File: src/rtl/dsp_frame_sequencer_if.sv
// dsp_frame_sequencer_if: control inputs and frame/bank status outputs of the frame sequencer
interface dsp_frame_sequencer_if #(parameter int PC_WIDTH = 11);
   logic                enable;
   logic                frame_tgl;
   logic                swap_req;
   logic                clear_err;
   logic [PC_WIDTH-1:0] pc;
   logic                pc_valid;
   logic                frame_start;
   logic                locked;
   logic                slip_err;
   logic [7:0]          slip_count;
   logic                bank_sel;
   logic                swap_ack;
   modport master (
      output enable, frame_tgl, swap_req, clear_err,
      input  pc, pc_valid, frame_start, locked, slip_err, slip_count, bank_sel, swap_ack
   );
   modport slave (
      input  enable, frame_tgl, swap_req, clear_err,
      output pc, pc_valid, frame_start, locked, slip_err, slip_count, bank_sel, swap_ack
   );
endinterface

File: src/rtl/dsp_frame_sequencer.sv
// dsp_frame_sequencer: modulo-N pc aligned to the ADAT frame toggle, with lock/slip tracking and frame-boundary bank swaps
module dsp_frame_sequencer #(
   parameter int CYCLES_PER_FRAME = 2048,
   parameter int PC_WIDTH         = $clog2(CYCLES_PER_FRAME),
   parameter int SYNC_STAGES      = 2,
   parameter int SLIP_TOL         = 2,
   parameter int LOCK_COUNT       = 4
) (
   input logic                  dsp_clk,
   input logic                  reset_n,
   dsp_frame_sequencer_if.slave bus
);
   typedef enum logic [1:0] {IDLE, WAIT_SYNC, RUN} state_t;
   localparam int CW = $clog2(LOCK_COUNT + 1);
   localparam logic [PC_WIDTH-1:0] PC_LAST = PC_WIDTH'(CYCLES_PER_FRAME - 1);
   localparam logic [PC_WIDTH-1:0] WIN_LO  = PC_WIDTH'(CYCLES_PER_FRAME - 1 - SLIP_TOL);
   localparam logic [PC_WIDTH-1:0] WIN_HI  = PC_WIDTH'(SLIP_TOL);
   localparam logic [CW-1:0]       LOCK_N  = CW'(LOCK_COUNT);
   state_t               state, state_n;
   logic [SYNC_STAGES-1:0] sync_q;
   logic                 sync_d, evt;
   logic [PC_WIDTH-1:0]  pc_q, pc_n;
   logic                 valid_q, valid_n, fs_q, fs_n, locked_q, locked_n;
   logic                 err_q, err_n, bank_q, bank_n, ack_q, ack_n, pend_q, pend_n;
   logic                 seen_q, seen_n;
   logic [7:0]           scnt_q, scnt_n, scnt_base;
   logic [CW-1:0]        cnt_q, cnt_n;
   logic                 run, wrap, aligned, slip, good, win_end, miss, do_swap;
   always_ff @(posedge dsp_clk or negedge reset_n)
      if (!reset_n) begin
         sync_q <= '0;
         sync_d <= 1'b0;
         evt    <= 1'b0;
      end else begin
         sync_q <= {sync_q[SYNC_STAGES-2:0], bus.frame_tgl};
         sync_d <= sync_q[SYNC_STAGES-1];
         evt    <= sync_q[SYNC_STAGES-1] ^ sync_d;
      end
   // Aligned window spans SLIP_TOL cycles either side of the last pc of the frame.
   assign run     = state == RUN;
   assign wrap    = run && pc_q == PC_LAST;
   assign aligned = pc_q >= WIN_LO || pc_q < WIN_HI;
   assign slip    = run && evt && !aligned;
   assign good    = run && evt && aligned;
   assign win_end = run && pc_q == WIN_HI;
   assign miss    = win_end && !seen_q && !evt;
   always_ff @(posedge dsp_clk or negedge reset_n)
      if (!reset_n) state <= IDLE;
      else state <= state_n;
   always_comb begin
      state_n = state == IDLE      ? (bus.enable ? WAIT_SYNC : IDLE)
              : state == WAIT_SYNC ? (evt ? RUN : bus.enable ? WAIT_SYNC : IDLE)
              : (wrap && !bus.enable) ? IDLE : RUN;
   end
   always_comb begin
      pc_n      = (run && !slip && !wrap) ? pc_q + 1'b1 : '0;
      valid_n   = state_n == RUN;
      fs_n      = valid_n && pc_n == '0;
      do_swap   = fs_n && (pend_q || bus.swap_req);
      bank_n    = bank_q ^ do_swap;
      ack_n     = do_swap;
      pend_n    = !do_swap && (pend_q || bus.swap_req);
      cnt_n     = (slip || miss || !valid_n) ? '0 : (good && cnt_q != LOCK_N) ? cnt_q + 1'b1 : cnt_q;
      locked_n  = valid_n && !slip && !miss && cnt_q == LOCK_N;
      seen_n    = valid_n && (!run || evt || (seen_q && !win_end));
      err_n     = slip || (!bus.clear_err && err_q);
      scnt_base = bus.clear_err ? 8'd0 : scnt_q;
      scnt_n    = (slip && scnt_base != 8'hff) ? scnt_base + 8'd1 : scnt_base;
   end
   always_ff @(posedge dsp_clk or negedge reset_n)
      if (!reset_n) begin
         pc_q     <= '0;
         valid_q  <= 1'b0;
         fs_q     <= 1'b0;
         locked_q <= 1'b0;
         err_q    <= 1'b0;
         scnt_q   <= '0;
         bank_q   <= 1'b0;
         ack_q    <= 1'b0;
         pend_q   <= 1'b0;
         cnt_q    <= '0;
         seen_q   <= 1'b0;
      end else begin
         pc_q     <= pc_n;
         valid_q  <= valid_n;
         fs_q     <= fs_n;
         locked_q <= locked_n;
         err_q    <= err_n;
         scnt_q   <= scnt_n;
         bank_q   <= bank_n;
         ack_q    <= ack_n;
         pend_q   <= pend_n;
         cnt_q    <= cnt_n;
         seen_q   <= seen_n;
      end
   assign bus.pc          = pc_q;
   assign bus.pc_valid    = valid_q;
   assign bus.frame_start = fs_q;
   assign bus.locked      = locked_q;
   assign bus.slip_err    = err_q;
   assign bus.slip_count  = scnt_q;
   assign bus.bank_sel    = bank_q;
   assign bus.swap_ack    = ack_q;
endmodule

File: src/flat_wrapper.sv
// flat-port wrapper written by rule: the top's interface ports become plain ports
module dsp_frame_sequencer_flat 
#(
   parameter int CYCLES_PER_FRAME = 2048,
   parameter int PC_WIDTH         = $clog2(CYCLES_PER_FRAME),
   parameter int SYNC_STAGES      = 2,
   parameter int SLIP_TOL         = 2,
   parameter int LOCK_COUNT       = 4
)
  (dsp_clk, reset_n, bus_enable, bus_frame_tgl, bus_swap_req, bus_clear_err, bus_pc, bus_pc_valid, bus_frame_start, bus_locked, bus_slip_err, bus_slip_count, bus_bank_sel, bus_swap_ack);
  dsp_frame_sequencer_if #(.PC_WIDTH(PC_WIDTH)) bus_i ();
  input logic dsp_clk;
  input logic reset_n;
  input wire logic [$bits(bus_i.enable)-1:0] bus_enable;
  input wire logic [$bits(bus_i.frame_tgl)-1:0] bus_frame_tgl;
  input wire logic [$bits(bus_i.swap_req)-1:0] bus_swap_req;
  input wire logic [$bits(bus_i.clear_err)-1:0] bus_clear_err;
  output wire logic [$bits(bus_i.pc)-1:0] bus_pc;
  output wire logic [$bits(bus_i.pc_valid)-1:0] bus_pc_valid;
  output wire logic [$bits(bus_i.frame_start)-1:0] bus_frame_start;
  output wire logic [$bits(bus_i.locked)-1:0] bus_locked;
  output wire logic [$bits(bus_i.slip_err)-1:0] bus_slip_err;
  output wire logic [$bits(bus_i.slip_count)-1:0] bus_slip_count;
  output wire logic [$bits(bus_i.bank_sel)-1:0] bus_bank_sel;
  output wire logic [$bits(bus_i.swap_ack)-1:0] bus_swap_ack;
  assign bus_i.enable = bus_enable;
  assign bus_i.frame_tgl = bus_frame_tgl;
  assign bus_i.swap_req = bus_swap_req;
  assign bus_i.clear_err = bus_clear_err;
  assign bus_pc = bus_i.pc;
  assign bus_pc_valid = bus_i.pc_valid;
  assign bus_frame_start = bus_i.frame_start;
  assign bus_locked = bus_i.locked;
  assign bus_slip_err = bus_i.slip_err;
  assign bus_slip_count = bus_i.slip_count;
  assign bus_bank_sel = bus_i.bank_sel;
  assign bus_swap_ack = bus_i.swap_ack;
  dsp_frame_sequencer #(.CYCLES_PER_FRAME(CYCLES_PER_FRAME), .PC_WIDTH(PC_WIDTH), .SYNC_STAGES(SYNC_STAGES), .SLIP_TOL(SLIP_TOL), .LOCK_COUNT(LOCK_COUNT)) u_core (.dsp_clk(dsp_clk), .reset_n(reset_n), .bus(bus_i));
endmodule
File: config.mk
export PLATFORM = sky130hd
export DESIGN_NAME = dsp_frame_sequencer_flat
export DESIGN_NICKNAME = d
export VERILOG_FILES = /design/src/rtl/dsp_frame_sequencer_if.sv /design/src/rtl/dsp_frame_sequencer.sv /design/src/flat_wrapper.sv
export SDC_FILE = /design/constraint.sdc
export NUM_CORES = 1
export LEC_CHECK = 0
export ABC_AREA = 0
export CORE_MARGIN = 1.5
export CORE_UTILIZATION = 47
export DETAILED_ROUTE_END_ITERATION = 10
export GPL_ROUTABILITY_DRIVEN = 0
export GPL_TIMING_DRIVEN = 0
export PLACE_DENSITY = 0.75
export SLEW_MARGIN = 5
export SYNTH_ARGS = -nofsm -noshare
export SYNTH_HDL_FRONTEND = slang
export SYNTH_SLANG_ARGS = --single-unit
File: constraint.sdc
create_clock -name dsp_clk -period 1.95 [get_ports dsp_clk]
set_input_delay 0.195 -clock dsp_clk [delete_from_list [all_inputs] [get_ports dsp_clk]]
set_output_delay 0.195 -clock dsp_clk [all_outputs]
set_load 0.03 [all_outputs]
==> summary.txt <==
GRT
  – Number of global-route vias before repair: approximately 1600
  – Initial antenna violation count: 0
  – GRT Overall Usage: 0.225
  – Grt total ovfl: 0
  – Largest net degree at the start of global routing: 37
  – First-pass GRT wire length: about 7400 um

Setup path
  – WS Path Type: reg2reg
  – Required time of the critical path: 2.12 ns
  – Critical path cell sequence: ha_1, o311a_1, nand3_2, nand4_4, a31oi_4, nand4_1, mux2_2
  – Crit-path max cell delay: 0.45 ns
  – Startpoint Class: flop
  – Flop-to-flop setup slack: -0.14 ns
  – Data arrival time of the worst path: 2.27 ns
  – Slowest-stage cell, CP: dfrtp_2
  – Worst Setup End Kind: flop
  – Worst-path fanout max: 8

Place
  – Port-buffer cells: 30
  – Post-place setup slack: -0.563 ns
  – HPWL Detailed: between 2000 and 3000 um

Drt
  – Iteration-0 DRC Markers: 46
  – DR WL/cell: between 15 and 20 um
  – Detail Route Antenna Nets: 0
  – Final WL: approximately 4500 um
  – Vias per inst: roughly 5.4
  – DRC: 0
  – Pre-antenna DRT Iters: 4
  – DR vias: 1570

Floorplanning
  – Core ar.: ~0.0037 mm^2
  – Num ports: 31
  – DIE HEIGHT: 66 um
  – Die width: 66 um
  – Std-Cell Rows: 22
  – Initial core utilization: 0.498
  – Die footprint: between 0.004 and 0.005 mm^2

Clock tree
  – Sink Count: 36
  – CTS tree: yes
  – Max clock buf depth: 2
  – Post-cts hold buffer count: 0
  – CTS Root Cell: clkbuf_8
  – H-tree Lvls: 2
  – Clock slew at reported path FFs: roughly 0.070 ns
  – Worst skew pair latency: 0.29 ns
  – Cts bufs inserted: 5

STA
  – Hold slack: -0.0220 ns
  – RSZ-0062 raised after global routing: true
  – Peak Freq: around 480 MHz
  – Final worst slack: -0.145 ns
  – Normalized max-slew margin: 0.465
  – Post-route minimum period: 2.09 ns
  – Setup TNS: -0.548 ns
  – Final count of hold timing violations: 16
  – Clk_skew: roughly 0.0066 ns
  – Max-slew violations: 0
  – Final period util: 1.07
  – Final number of setup-violating endpoints: 7
  – Worst-margin pin slew: approximately 0.80 ns

Cells and area
  – Diode count: 0
  – Post-layout util: 0.723
  – Share of cells above drive strength 1: 0.315
  – NumNets Final: between 200 and 300
  – Area Growth Syn to Fin: 45.1%
  – Footprint of the multi-input gates: 0.00104 mm^2
  – Register area: 910 um^2
  – Fill count: between 200 and 300

Power
  – Comb power frac: 0.477
  – Power Dens Cells: approximately 1100 mW/mm^2
  – Clock share of power: 0.183
  – Pleak: between 1 and 1.5 nW
  – Switching Fraction: 0.370
  – Share of power burned in registers: 0.339
  – Int Pwr: about 0.0019 W
  – Worst vdd ir: approximately 730 uV
  – Net switching power: approximately 0.0011 W

Synthesis
  – Top-count cell post-synth: dfrtp_1
  – Synth cell count leaders: dfrtp_1, nor2_1, xnor2_1
  – EDFF count, synth: 0
  – Synth cell types: between 40 and 50
  – Avg Inst Size Synth: approximately 10 um^2
  – Top post-synthesis cells by area: dfrtp_1, xnor2_1, nor2_1, ha_1, nor2b_1
  – Syn Inst Count: ~180
  – Post-synth top area share: 0.483
  – Syn Nets: 191
  – Post-synthesis register bit count: 36
  – Prevailing post-synth register cell: dfrtp_1
  – Synthesized area: 0.00187 mm^2
  – Sequential fraction of the synthesis area: 0.483
  – Asr flop ratio synth: 1.00
  – Synth warnings: 0
  – Area leader, netlist: dfrtp_1

Run status
  – Status: finished, violations left
  – Failing checks: hold timing, setup timing

Job
  – Max cap viols: 0

Min path
  – Hold WC Path Type: in2async
==> power groups by stage <==
stage	clock network, W	logic, W	registers (W)
2_1_floorplan	0	0.000551	0.00121
3_3_place_gp	0	0.00104	0.00103
3_5_place_dp	0	0.00107	0.00104
4_1_cts	0.000567	0.00128	0.00102
5_1_grt	0.000603	0.00156	0.00105
6_report	0.000555	0.00144	0.00103
==> path summary, 6_finish.rpt <==
kind | start | end | depth (start not counted)
worst min-delay path | reset_n | u_core.bus.pc[8]$_DFF_PN0_ | 1
min in group dsp_clk | bus_frame_tgl | u_core.sync_q[0]$_DFF_PN0_ | 1
max in group asynchronous | reset_n | u_core.bus.slip_count[0]$_DFF_PN0_ | 1
worst max-delay path | u_core.bus.pc[0]$_DFF_PN0_ | u_core.bus.slip_count[4]$_DFF_PN0_ | 7
worst min register to register | u_core.sync_q[0]$_DFF_PN0_ | u_core.sync_q[1]$_DFF_PN0_ | 0
worst max register to register | u_core.bus.pc[0]$_DFF_PN0_ | u_core.bus.slip_count[4]$_DFF_PN0_ | 7
==> timing repair <==
action                     4_1_cts  5_1_grt
cloned                           0        1
setup endpoints to repair       23       25
pin swaps                       10       12
gates resized for setup         25       10
buffers inserted                16        8
==> per-stage QoR <==
| stage | std cells | hold slack [ns] | total power [W] | area (um^2) |
|---|---|---|---|---|
| finish | 289 | -0.0220 | 0.00303 | 2710 |
| global route | 289 | 0.0428 | 0.00322 | 2710 |
| CTS | 280 | 0.00965 | 0.00287 | 2580 |
| detailed placement | 257 | 0.326 | 0.00211 | 2270 |
| global placement | 257 | 0.334 | 0.00207 | 2270 |
| floorplan | 179 | -0.101 | 0.00176 | 1910 |
==> layout by cell type (no fill, tap or decap), drive strengths merged, types with 2 or more instances in the layout <==
cell	count
dfrtp	36
nand4	9
xnor2	12
buf	28
nand3	7
ha	6
mux2	3
and2	2
nor3b	2
a21oi	3
nor2b	10
nor3	3
and3	4
nor2	27
nor4	3
o21ai	6
clkbuf	9
clkdlybuf4s50	29
inv	8
xor2	5
nand2	10
==> state kept, by name, summed over array words and instances, names as in the netlist, 2 cells and up <==
signal	cells
u_core.state	2
u_core.sync_q	2
u_core.bus.slip_count	8
u_core.bus.pc	11
u_core.cnt_q	3
==> metal layers <==
metal / part of all wire / vias to the layer above / GRT usage
met5: 0 / - / 0
met2: 0.52 / 45 / 0.400
met3: 0.037 / 12 / 0.0443
met1: 0.42 / 766 / 0.261
li1: - / 747 / -
met4: 0.023 / 0 / 0.102
==> critical path, delay by kind of cell (launching register included) <==
kind                     cells  cell delay [ns]
flip-flops                   1             0.45
AO/OA/AOI/OAI                2             0.61
AND/OR/NAND/NOR              3             0.40
multiplexers                 1             0.30
adder cells (fa/ha/maj)      1             0.21
==> cell families after synthesis <==
family                     count (synthesis)  share of synthesized area
and+or+nand+nor                           85                      0.251
DFF                                       36                      0.483
AOI/OAI and AO/OA                         18                     0.0845
xor gates and xnor gates                  17                     0.0798
buffers and inverters                     13                     0.0382
adders and majority gates                  6                     0.0402
muxes                                      4                     0.0235
==> cell type report <==
class / instances / share of cell area
clock inverters: 1 / 0.00277
multi-input cells: 130 / 0.386
well taps: 48 / 0.0222
flip-flops and latches: 36 / 0.336
inverters: 8 / 0.0111
clock buffers: 7 / 0.0319
plain buffers: 4 / 0.0190
repair buffers: 55 / 0.191
No activity file was read; power rests on OpenSTA's default activity.
